File: src/rtl/bcd_scan_display_pkg.sv
// Shared constants for the BCD scan display: segment patterns, FSM states, nibble width.
// Segment patterns are active-low, ordered {a,b,c,d,e,f,g,dp}, with dp always off.
package bcd_scan_display_pkg;

    localparam int BCD_NIBBLE = 4;

    localparam logic [7:0] SEG_BLANK = 8'hFF;

    localparam logic [7:0] SEG_DIGIT [0:9] = '{
        8'b00000011, 8'b10011111, 8'b00100101, 8'b00001101, 8'b10011001,
        8'b01001001, 8'b01000001, 8'b00011111, 8'b00000001, 8'b00001001
    };

    typedef enum logic {
        IDLE = 1'b0,
        CONV = 1'b1
    } state_t;

endpackage

File: src/rtl/bcd_scan_display_seg7_encode.sv
// Nibble to active-low 7-segment pattern; any value above 9 renders blank.
module seg7_encode
    import bcd_scan_display_pkg::*;
(
    input  logic [BCD_NIBBLE-1:0] nibble_i,
    output logic [7:0]            seg_o
);

    always_comb begin
        seg_o = SEG_BLANK;
        case (nibble_i)
            4'd0: seg_o = SEG_DIGIT[0];
            4'd1: seg_o = SEG_DIGIT[1];
            4'd2: seg_o = SEG_DIGIT[2];
            4'd3: seg_o = SEG_DIGIT[3];
            4'd4: seg_o = SEG_DIGIT[4];
            4'd5: seg_o = SEG_DIGIT[5];
            4'd6: seg_o = SEG_DIGIT[6];
            4'd7: seg_o = SEG_DIGIT[7];
            4'd8: seg_o = SEG_DIGIT[8];
            4'd9: seg_o = SEG_DIGIT[9];
            default: seg_o = SEG_BLANK;
        endcase
    end

endmodule

File: src/rtl/bcd_scan_display.sv
// Iterative double-dabble binary-to-BCD converter feeding a multiplexed
// common-anode 7-segment bank (active-low segments and digit enables).
module bcd_scan_display
    import bcd_scan_display_pkg::*;
#(
    parameter int IN_W     = 4,
    parameter int DIGITS   = 2,
    parameter int PRESCALE = 50000
) (
    input  logic                         clk,
    input  logic                         rst_n,
    input  logic                         load,
    input  logic [IN_W-1:0]              bin_in,
    output logic                         busy,
    output logic [BCD_NIBBLE*DIGITS-1:0] bcd_out,
    output logic                         bcd_valid,
    output logic [7:0]                   seg_out,
    output logic [DIGITS-1:0]            dig_en
);

    localparam int BCD_W = BCD_NIBBLE * DIGITS;
    localparam int CNT_W = (IN_W > 1) ? $clog2(IN_W) : 1;
    localparam int IDX_W = (DIGITS > 1) ? $clog2(DIGITS) : 1;
    localparam int PRE_W = $clog2(PRESCALE);

    localparam logic [CNT_W-1:0] CNT_LAST = CNT_W'(IN_W - 1);
    localparam logic [PRE_W-1:0] PRE_LAST = PRE_W'(PRESCALE - 1);
    localparam logic [IDX_W-1:0] IDX_LAST = IDX_W'(DIGITS - 1);

    state_t            state_q, state_d;
    logic [CNT_W-1:0]  cnt_q, cnt_d;
    logic [IN_W-1:0]   shreg_q, shreg_d;
    logic [BCD_W-1:0]  scratch_q, scratch_d;
    logic [BCD_W-1:0]  bcd_q, bcd_d;
    logic              valid_q, valid_d;
    logic [BCD_W-1:0]  adj;
    logic [BCD_W+IN_W-1:0] shifted;

    // One double-dabble step per edge: add-3 correction, then a joint left shift.
    always_comb begin
        adj = scratch_q;
        for (int i = 0; i < DIGITS; i++) begin
            if (scratch_q[i*BCD_NIBBLE +: BCD_NIBBLE] >= 4'd5)
                adj[i*BCD_NIBBLE +: BCD_NIBBLE] = scratch_q[i*BCD_NIBBLE +: BCD_NIBBLE] + 4'd3;
        end
        shifted = {adj, shreg_q} << 1;
    end

    always_comb begin
        state_d   = state_q;
        cnt_d     = cnt_q;
        shreg_d   = shreg_q;
        scratch_d = scratch_q;
        bcd_d     = bcd_q;
        valid_d   = 1'b0;
        case (state_q)
            IDLE: begin
                if (load) begin
                    shreg_d   = bin_in;
                    scratch_d = '0;
                    cnt_d     = '0;
                    state_d   = CONV;
                end
            end
            CONV: begin
                scratch_d = shifted[BCD_W+IN_W-1 -: BCD_W];
                shreg_d   = shifted[IN_W-1:0];
                cnt_d     = cnt_q + 1'b1;
                if (cnt_q == CNT_LAST) begin
                    bcd_d   = shifted[BCD_W+IN_W-1 -: BCD_W];
                    valid_d = 1'b1;
                    state_d = IDLE;
                end
            end
            default: state_d = IDLE;
        endcase
    end

    always_ff @(posedge clk or negedge rst_n) begin
        if (!rst_n) begin
            state_q   <= IDLE;
            cnt_q     <= '0;
            shreg_q   <= '0;
            scratch_q <= '0;
            bcd_q     <= '0;
            valid_q   <= 1'b0;
        end else begin
            state_q   <= state_d;
            cnt_q     <= cnt_d;
            shreg_q   <= shreg_d;
            scratch_q <= scratch_d;
            bcd_q     <= bcd_d;
            valid_q   <= valid_d;
        end
    end

    assign busy      = (state_q == CONV);
    assign bcd_out   = bcd_q;
    assign bcd_valid = valid_q;

    logic [PRE_W-1:0]      pre_q, pre_d;
    logic [IDX_W-1:0]      idx_q, idx_d;
    logic [7:0]            seg_q, seg_d;
    logic [DIGITS-1:0]     dig_q, dig_d;
    logic                  tick;
    logic                  blank;
    logic [BCD_NIBBLE-1:0] nib_sel;
    logic [7:0]            enc_seg;

    assign tick = (pre_q == PRE_LAST);

    // Digit i>0 is blanked only if it and every more significant nibble are zero.
    always_comb begin
        nib_sel = '0;
        blank   = (idx_q != '0);
        dig_d   = '1;
        for (int i = 0; i < DIGITS; i++) begin
            if (idx_q == IDX_W'(i)) begin
                nib_sel  = bcd_q[i*BCD_NIBBLE +: BCD_NIBBLE];
                dig_d[i] = 1'b0;
            end
            if ((IDX_W'(i) >= idx_q) && (bcd_q[i*BCD_NIBBLE +: BCD_NIBBLE] != '0))
                blank = 1'b0;
        end
    end

    seg7_encode u_seg7_encode (
        .nibble_i (nib_sel),
        .seg_o    (enc_seg)
    );

    always_comb begin
        pre_d = tick ? '0 : pre_q + 1'b1;
        idx_d = idx_q;
        seg_d = seg_q;
        if (tick) begin
            idx_d = (idx_q == IDX_LAST) ? '0 : idx_q + 1'b1;
            seg_d = blank ? SEG_BLANK : enc_seg;
        end
    end

    always_ff @(posedge clk or negedge rst_n) begin
        if (!rst_n) begin
            pre_q <= '0;
            idx_q <= '0;
            seg_q <= SEG_BLANK;
            dig_q <= '1;
        end else begin
            pre_q <= pre_d;
            idx_q <= idx_d;
            seg_q <= seg_d;
            if (tick)
                dig_q <= dig_d;
        end
    end

    assign seg_out = seg_q;
    assign dig_en  = dig_q;

endmodule

File: config.mk
export PLATFORM = sky130hd
export DESIGN_NAME = bcd_scan_display
export DESIGN_NICKNAME = d
export VERILOG_FILES = /design/src/rtl/bcd_scan_display_pkg.sv /design/src/rtl/bcd_scan_display_seg7_encode.sv /design/src/rtl/bcd_scan_display.sv
export SDC_FILE = /design/constraint.sdc
export NUM_CORES = 1
export LEC_CHECK = 0
export CAP_MARGIN = 20
export CORE_MARGIN = 2
export CORE_UTILIZATION = 51
export DETAILED_ROUTE_END_ITERATION = 7
export PLACE_DENSITY = 0.8
export REMOVE_ABC_BUFFERS = 1
export SLEW_MARGIN = 20
export SYNTH_ARGS = -nofsm -noshare
export SYNTH_HDL_FRONTEND = slang
export SYNTH_HIERARCHICAL = 1
export SYNTH_SLANG_ARGS = --single-unit
File: constraint.sdc
create_clock -name clk -period 1.8 [get_ports clk]
set_clock_uncertainty 0.15 [all_clocks]
set_input_delay 0.18 -clock clk [delete_from_list [all_inputs] [get_ports clk]]
set_output_delay 0.18 -clock clk [all_outputs]
set_load 0.02 [all_outputs]
==> results of run 1 <==
-- cell usage in the layout, fill, tap and decap left out, types with 2 or more instances in the layout --
cell type / netlist / routed
dfrtp_1: 41 / 40
nand2_1: 37 / 37
buf_4: 1 / 23
nor2_1: 16 / 16
clkdlybuf4s50_1: 0 / 16
o21ai_0: 22 / 13
dfstp_2: 10 / 10
inv_1: 11 / 9
mux2i_1: 10 / 9
o21ai_1: 0 / 9
ha_1: 11 / 9
dlymetal6s2s_1: 0 / 9
xnor2_1: 8 / 8
nand3_1: 7 / 7
xor2_1: 7 / 7
nand2b_1: 7 / 7
mux2_2: 10 / 7
a21oi_1: 8 / 6
clkbuf_8: 1 / 6
nor3_1: 5 / 5
nor3b_1: 5 / 5
mux2_4: 0 / 4
a21oi_2: 2 / 4
a21o_1: 4 / 4
nand4_1: 3 / 3
nor4bb_2: 0 / 2
nor4_1: 2 / 2
or2_1: 2 / 2
o31ai_1: 2 / 2
buf_12: 0 / 2
-- registers in the layout, indices dropped and copies added (netlist names) --
name,cells
pre_q,16
bcd_out,8
scratch_q,8
seg_out,8
shreg_q,4
cnt_q,2
dig_en,2
bcd_valid,1
busy,1
idx_q,1
-- how the worst min path moves through the flow --
stage | startpoint | end | slack [ns]
6_report | rst_n | pre_q[12] | 0.20
5_1_grt | rst_n | pre_q[12] | 0.25
4_1_cts | rst_n | pre_q[12] | 0.21
3_5_place_dp | rst_n | pre_q[12] | 0.003
3_3_place_gp | rst_n | pre_q[13] | -0.002
2_1_floorplan | rst_n | bcd_out[0] | -0.27
-- per-stage QoR --
| step | power [mW] | util | hold WS (ns) | cell area, sq um |
|---|---|---|---|---|
| 6_report | 4.000 | 0.6581 | 0.1984 | 3297 |
| 5_1_grt | 4.277 | 0.6581 | 0.2541 | 3297 |
| 4_1_cts | 3.939 | 0.6406 | 0.2080 | 3209 |
| 3_5_place_dp | 3.203 | 0.6131 | 0.002528 | 3072 |
| 3_3_place_gp | 3.121 | 0.6131 | -0.002017 | 3072 |
| 2_1_floorplan | 2.570 | - | -0.2656 | 2524 |
-- worst register-to-register path, cell delays in order, from the launching register on --
cell and delay (ns):
dfrtp_2 0.46, mux2_4 0.35, ha_4 0.17, or2_1 0.21
a21oi_2 0.15, a31oi_1 0.05, o21ai_1 0.12, nand2_1 0.07
-- layout make-up --
| type | count | area (sq um) |
|---|---|---|
| fillers | 406 | 1713 |
| flip-flops and latches | 51 | 1290 |
| multi-input cells | 183 | 1265 |
| repair buffers | 53 | 511.7 |
| well taps | 70 | 87.58 |
| clock buffers | 6 | 82.58 |
| inverters | 11 | 43.79 |
| clock inverters | 2 | 16.27 |
-- kinds of logic (layout without fill, tap and decap cells) --
logic type / Yosys count / after routing
XOR/XNOR: 15 / 15
AND/OR/NAND/NOR: 95 / 95
multiplexers: 20 / 21
AO/OA/AOI/OAI: 40 / 40
other: 1 / 1
buffers and inverters: 23 / 72
flip-flops: 51 / 51
adder cells (fa/ha/maj): 11 / 11
-- report_power, final --
part | switching, mW | internal, mW | total [mW]
sequential | 0.187 | 1.37 | 1.56
clock | 0.380 | 0.314 | 0.695
combinational | 0.884 | 0.860 | 1.74
total | 1.45 | 2.55 | 4.00
-- metal layers --
| metal | global-route usage | up-vias | share of wire |
|---|---|---|---|
| li1 | - | 964 | - |
| met1 | 0.2319 | 947 | 0.42 |
| met2 | 0.3488 | 38 | 0.53 |
| met3 | 0.04101 | 8 | 0.033 |
| met4 | 0.07992 | 0 | 0.020 |
| met5 | 0 | - | 0 |
-- repair_timing --
| action | in CTS | in global routing |
|---|---|---|
| hold buffers | 1 | 0 |
| resized for setup | 8 | 28 |
| setup endpoints to repair | 5 | 23 |
| buffers inserted | 2 | 0 |
| pin swaps | 1 | 7 |
| gates cloned | 0 | 1 |
| hold endpoints to repair | 10 | 0 |
==> results.md, run 1 <==
* Status: finished, final reports clean
* Max Slew Vio Count at 0
* Final Cycle Share at 0.9938
* Antenna fix cells at 0
* Register bit total from synthesis at 51
* Register-to-register setup slack at 0.01 ns
* Cell row count at 26
* Crit path DAT at 1.87 ns
* CP cell instances: mux2_4 -> ha_4 -> or2_1 -> a21oi_2 -> a31oi_1 -> o21ai_1 -> nand2_1
* Fin nets at 323
* Count leader, synth: dfrtp_1
* Layout area overhead at 26.62%
* Total gr overflow at 0
* Synth cell types at 41
* Crit-path max FO at 4
* # setup viols final at 0
* Core area at 0.005010 sq mm
* Critical Path End Type: flip-flop
* Pre-CTS setup slack at -0.08218 ns
* First drt pass iteration count at 4
* Initial antenna violation count at 0
* DRC at 0
* Share of post-route cells with drive strength above 1 at 0.2386
* Post-synth top cells: dfrtp_1 (41), nand2_1 (37), o21ai_0 (22), nor2_1 (16)
* Synth async-reset ratio at 1.000
* Slowest stage cell, crit path: dfrtp_2
* Cts bufs inserted at 5
* Max Root-Sink Buffers at 2
* TritonCTS Sinks at 51
* Skew-Pair Late Insertion Delay at just over 0.3 ns
* Xor/xnor cell area share of the yosys netlist at 0.05046
* TritonCTS clock tree: yes
* Fmax at 0.5590 GHz
* Hold Vio Cnt, Final at 0
* Die extent in x at ~75 um
* Routed Antenna Nets at 0
* Post-synth EDFFs at 0
* HPWL Detailed at 3687 um
* Setup Total Neg Slack at 0 ns
* Critical path class: flip-flop to flip-flop
* CP Launch Type: flip-flop
* Area leader, netlist: dfrtp_1
* Worst r2r src: idx_q
* Mapped Area at 0.002604 sq mm
* WL per Instance at 13.83 um
* Yosys top cell area share at 0.3940
* Die ar. at 0.005693 sq mm
* Vias/cell at 5.205
* Initial Util at 0.5197
* Crit-path leading delay family: flip-flops
* GPL Wtd Cong at 0.8497
* Synth Area in Adders at 0.05286
* Starting DRT DRC Count at 127
* Vias in the first global route at between 1500 and 2000
* Sequential element share of the synthesized area at 0.4950
* Crit path largest cell delay at 0.46 ns
* Cells on worst reg2reg path at 7
* Req. time, crit path at 1.88 ns
* Die height at 75.45 um
* Worst Path Buf+Inv at 0
* Synthesized instance count at 256
* Total track usage at 0.1967
* Synth top area cells: dfrtp_1 (39%), dfstp_2 (10%), nand2_1 (5.3%)
* Placed Instances at 364
* Post-synthesis compound-gate area fraction at 0.08746
* Critical Path Start: idx_q
* Final worst slack at approximately 0.011 ns
* Vias at slightly below 2000
* Routed WL at 5200 um
* Io pins at 27
* Non-Filler Instances at about 380
* Simple-gate share of the synthesized area at 0.1845
* Minimum clock period after layout at 1.789 ns
* Clock Tree Root: clkbuf_8
* RSZ-0062 raised after global routing: yes
* Post-synthesis mux area share at 0.08169
* Max rail drop VDD at 0.9399 mV
* Largest net degree at the start of global routing at 34
* Hold crit path type: input port to async pin
* YS warnings at 6
* Mean Syn Cell Area at 10.17 sq um
* Worst r2r dst: seg_out[4]
* Pwr dens at 1213 mW/mm^2
* Global-route wire length before repair at about 8400 um
* Critical Path Stages at 7
* Synth Flop Type: dfrtp_1
* Reg clk slew, reported paths at 0.10 ns
* Largest family of logic cells by synthesized area: simple AND/OR/NAND/NOR gates
* LEAKAGE at 1.653 nW
* CTS H-tree lvls at 2
* Crit path capture: seg_out[4]
* IO Port Bufs at 26
* Maxcap violations at 0
(Power assumes the default switching activity.)
==> run 2: changes to the inputs <==
Settings changed: CORE_MARGIN 2 to 1.
==> results.md, run 2 (synthesis results as in run 1) <==
* Status: finished, violations left
* Failing checks: negative setup slack
* First drt pass iteration count at 5 (+1)
* Max rail drop VDD at 0.8986 mV (-4.4%)
* Die ar. at 0.005395 sq mm (-5.2%)
* Most common cell after layout, fill and taps aside: dfrtp_1
* Largest net degree at the start of global routing at 52 (+53%)
* Antenna fix cells at 0 (unchanged)
* Placed Instances at 363 (-0.27%)
* Switching Share at 0.3612 (-0.001787)
* HPWL Detailed at 3794 um (+2.9%)
* Core area at 0.004817 sq mm (-3.8%)
* Setup Total Neg Slack at -0.002638 ns (-0.002638 ns)
* Starting DRT DRC Count at 85 (-33%)
* Vias/cell at 5.190 (-0.29%)
* Fin nets at 324 (+0.31%)
* Final Cycle Share at 1.001 (+0.007690)
* GPL Wtd Cong at 0.8759 (+3.1%)
* Initial antenna violation count at 0 (unchanged)
* Critical path class: flip-flop to flip-flop
* Total gr overflow at 0 (unchanged)
* Maxcap violations at 0 (unchanged)
* IO Port Bufs at 26 (unchanged)
* Fillcell total at 392 (-3.4%)
* Commonest cells after routing, fill and taps aside: dfrtp_1 (40), nand2_1 (37), buf_4 (26)
* TritonCTS Sinks at 51 (unchanged)
* Vias in the first global route at 1864 (+2.1%)
* Global-route wire length before repair at 8473 um (+1.4%)
* Max Slew Vio Count at 0 (unchanged)
* Initial Util at 0.5405 (+0.02079)
* Pwr dens at 1229 mW/mm^2 (+1.3%)
* TritonCTS clock tree: yes
* Reg clk slew, reported paths at 0.10 ns (about the same)
* Reg power frac at 0.394 (+0.004)
* Clock Power Share at 0.171 (-0.003)
* CTS H-tree lvls at 2 (unchanged)
* # setup viols final at 1 (+1)
* Cts bufs inserted at 5 (unchanged)
* Total track usage at 0.2075 (+0.01082)
* Comb pwr share at 0.435 (about the same)
* Hold crit path type: input port to async pin
* Reg with most FFs: pre_q
* Cell row count at 25 (-3.8%)
* Hold Vio Cnt, Final at 0 (unchanged)
* Fmax at 0.5547 GHz (-0.77%)
* Crit path DAT at 1.89 ns (+0.02 ns)
* Crit-path max FO at 9 (+5)
* WL per Instance at 13.85 um (+0.13%)
* Non-Filler Instances at 374 (-0.53%)
* DRC at 0 (unchanged)
* CP Launch Type: flip-flop
* Layout area overhead at 25.23%
* Routed Antenna Nets at 0 (unchanged)
* Die height at 73.45 um (-2.7%)
* Skew-Pair Late Insertion Delay at 0.31 ns (about the same)
* Int Pwr at 2.560 mW (+0.48%)
* Max Root-Sink Buffers at 2 (unchanged)
* Routed WL at 5179 um (-0.40%)
* Number of flip-flops in the largest register at 16 (unchanged)
* RSZ-0062 raised after global routing: yes
* Vias at 1941 (-0.82%)
* LEAKAGE at 1.603 nW (-3.1%)
* Io pins at 27 (unchanged)
* Minimum clock period after layout at 1.803 ns (+0.01384 ns)
* Final worst slack at -0.002638 ns (-0.01384 ns)
* Die extent in x at 73.45 um (-2.7%)
* Clock Tree Root: clkbuf_8
* Critical Path End Type: flip-flop
* Req. time, crit path at 1.89 ns (about the same)
* Share of post-route cells with drive strength above 1 at 0.2345 (-0.004034)
* Switching Power at 1.448 mW (-0.29%)
-- run 2: layout make-up --
cell class | instances | area [sq um] | share of cell area
Inverter | 11 | 43.79 | 0.01343
Timing Repair Buffer | 55 | 513.0 | 0.1573
Clock buffer | 6 | 82.58 | 0.02533
Sequential cell | 51 | 1290 | 0.3956
Multi-Input combinational cell | 182 | 1236 | 0.3791
Tap cell | 67 | 83.83 | 0.02571
Clock inverter | 2 | 11.26 | 0.003454
-- run 2: power groups by stage --
stage	Sequential [mW]	Combinational, mW	Clock (mW)
6_report	1.58	1.74	0.685
2_1_floorplan	1.69	0.882	0
4_1_cts	1.57	1.68	0.706
3_3_place_gp	1.58	1.57	0
5_1_grt	1.61	1.91	0.748
3_5_place_dp	1.58	1.64	0
-- run 2: worst max-delay path: stages (launching register included) --
cell     delay (ns)
dfrtp_1        0.44
buf_4          0.16
mux2_4         0.23
or2b_1         0.29
a21oi_1        0.16
nor2_1         0.05
o21ai_0        0.17
nand2_1        0.08
-- run 2: final timing paths --
kind | startpoint | end | slack [ns] | cells past startpoint
min | rst_n | scratch_q[6] | 0.23 | 3
max | idx_q | seg_out[1] | -0.003 | 7
max reg2reg | idx_q | seg_out[1] | -0.003 | 7
max in group asynchronous | rst_n | dig_en[0] | 0.97 | 3
min in group clk | seg_out[0] | seg_out[0] | 0.31 | 2
min reg2reg | seg_out[0] | seg_out[0] | 0.31 | 2
-- run 2: routing by layer --
layer,global-route usage,vias to the layer above,part of all wire
met5,0,-,0
met3,0.03978,4,0.034
met1,0.2640,933,0.45
met2,0.3537,38,0.50
li1,-,966,-
met4,0.07051,0,0.0073
-- run 2: timing repair --
action / in CTS / in global routing
hold endpoints to repair: 51 / 0
pin swaps: 1 / 10
resized for setup: 11 / 20
endpoints found under the setup margin: 11 / 18
setup buffers: 1 / 1
hold buffers: 1 / 0
-- run 2: stage by stage --
stage / hold slack, ns / area [sq um] / power [mW] / util / setup WS (ns)
3_5_place_dp: 0.04125 / 3083 / 3.229 / 0.6400 / -0.05379
2_1_floorplan: -0.2656 / 2524 / 2.570 / - / -0.1197
3_3_place_gp: 0.04025 / 3083 / 3.151 / 0.6400 / -0.008943
6_report: 0.2349 / 3261 / 4.008 / 0.6769 / -0.002638
5_1_grt: 0.2722 / 3261 / 4.262 / 0.6769 / -0.07569
4_1_cts: 0.2403 / 3208 / 3.962 / 0.6660 / 0.004559
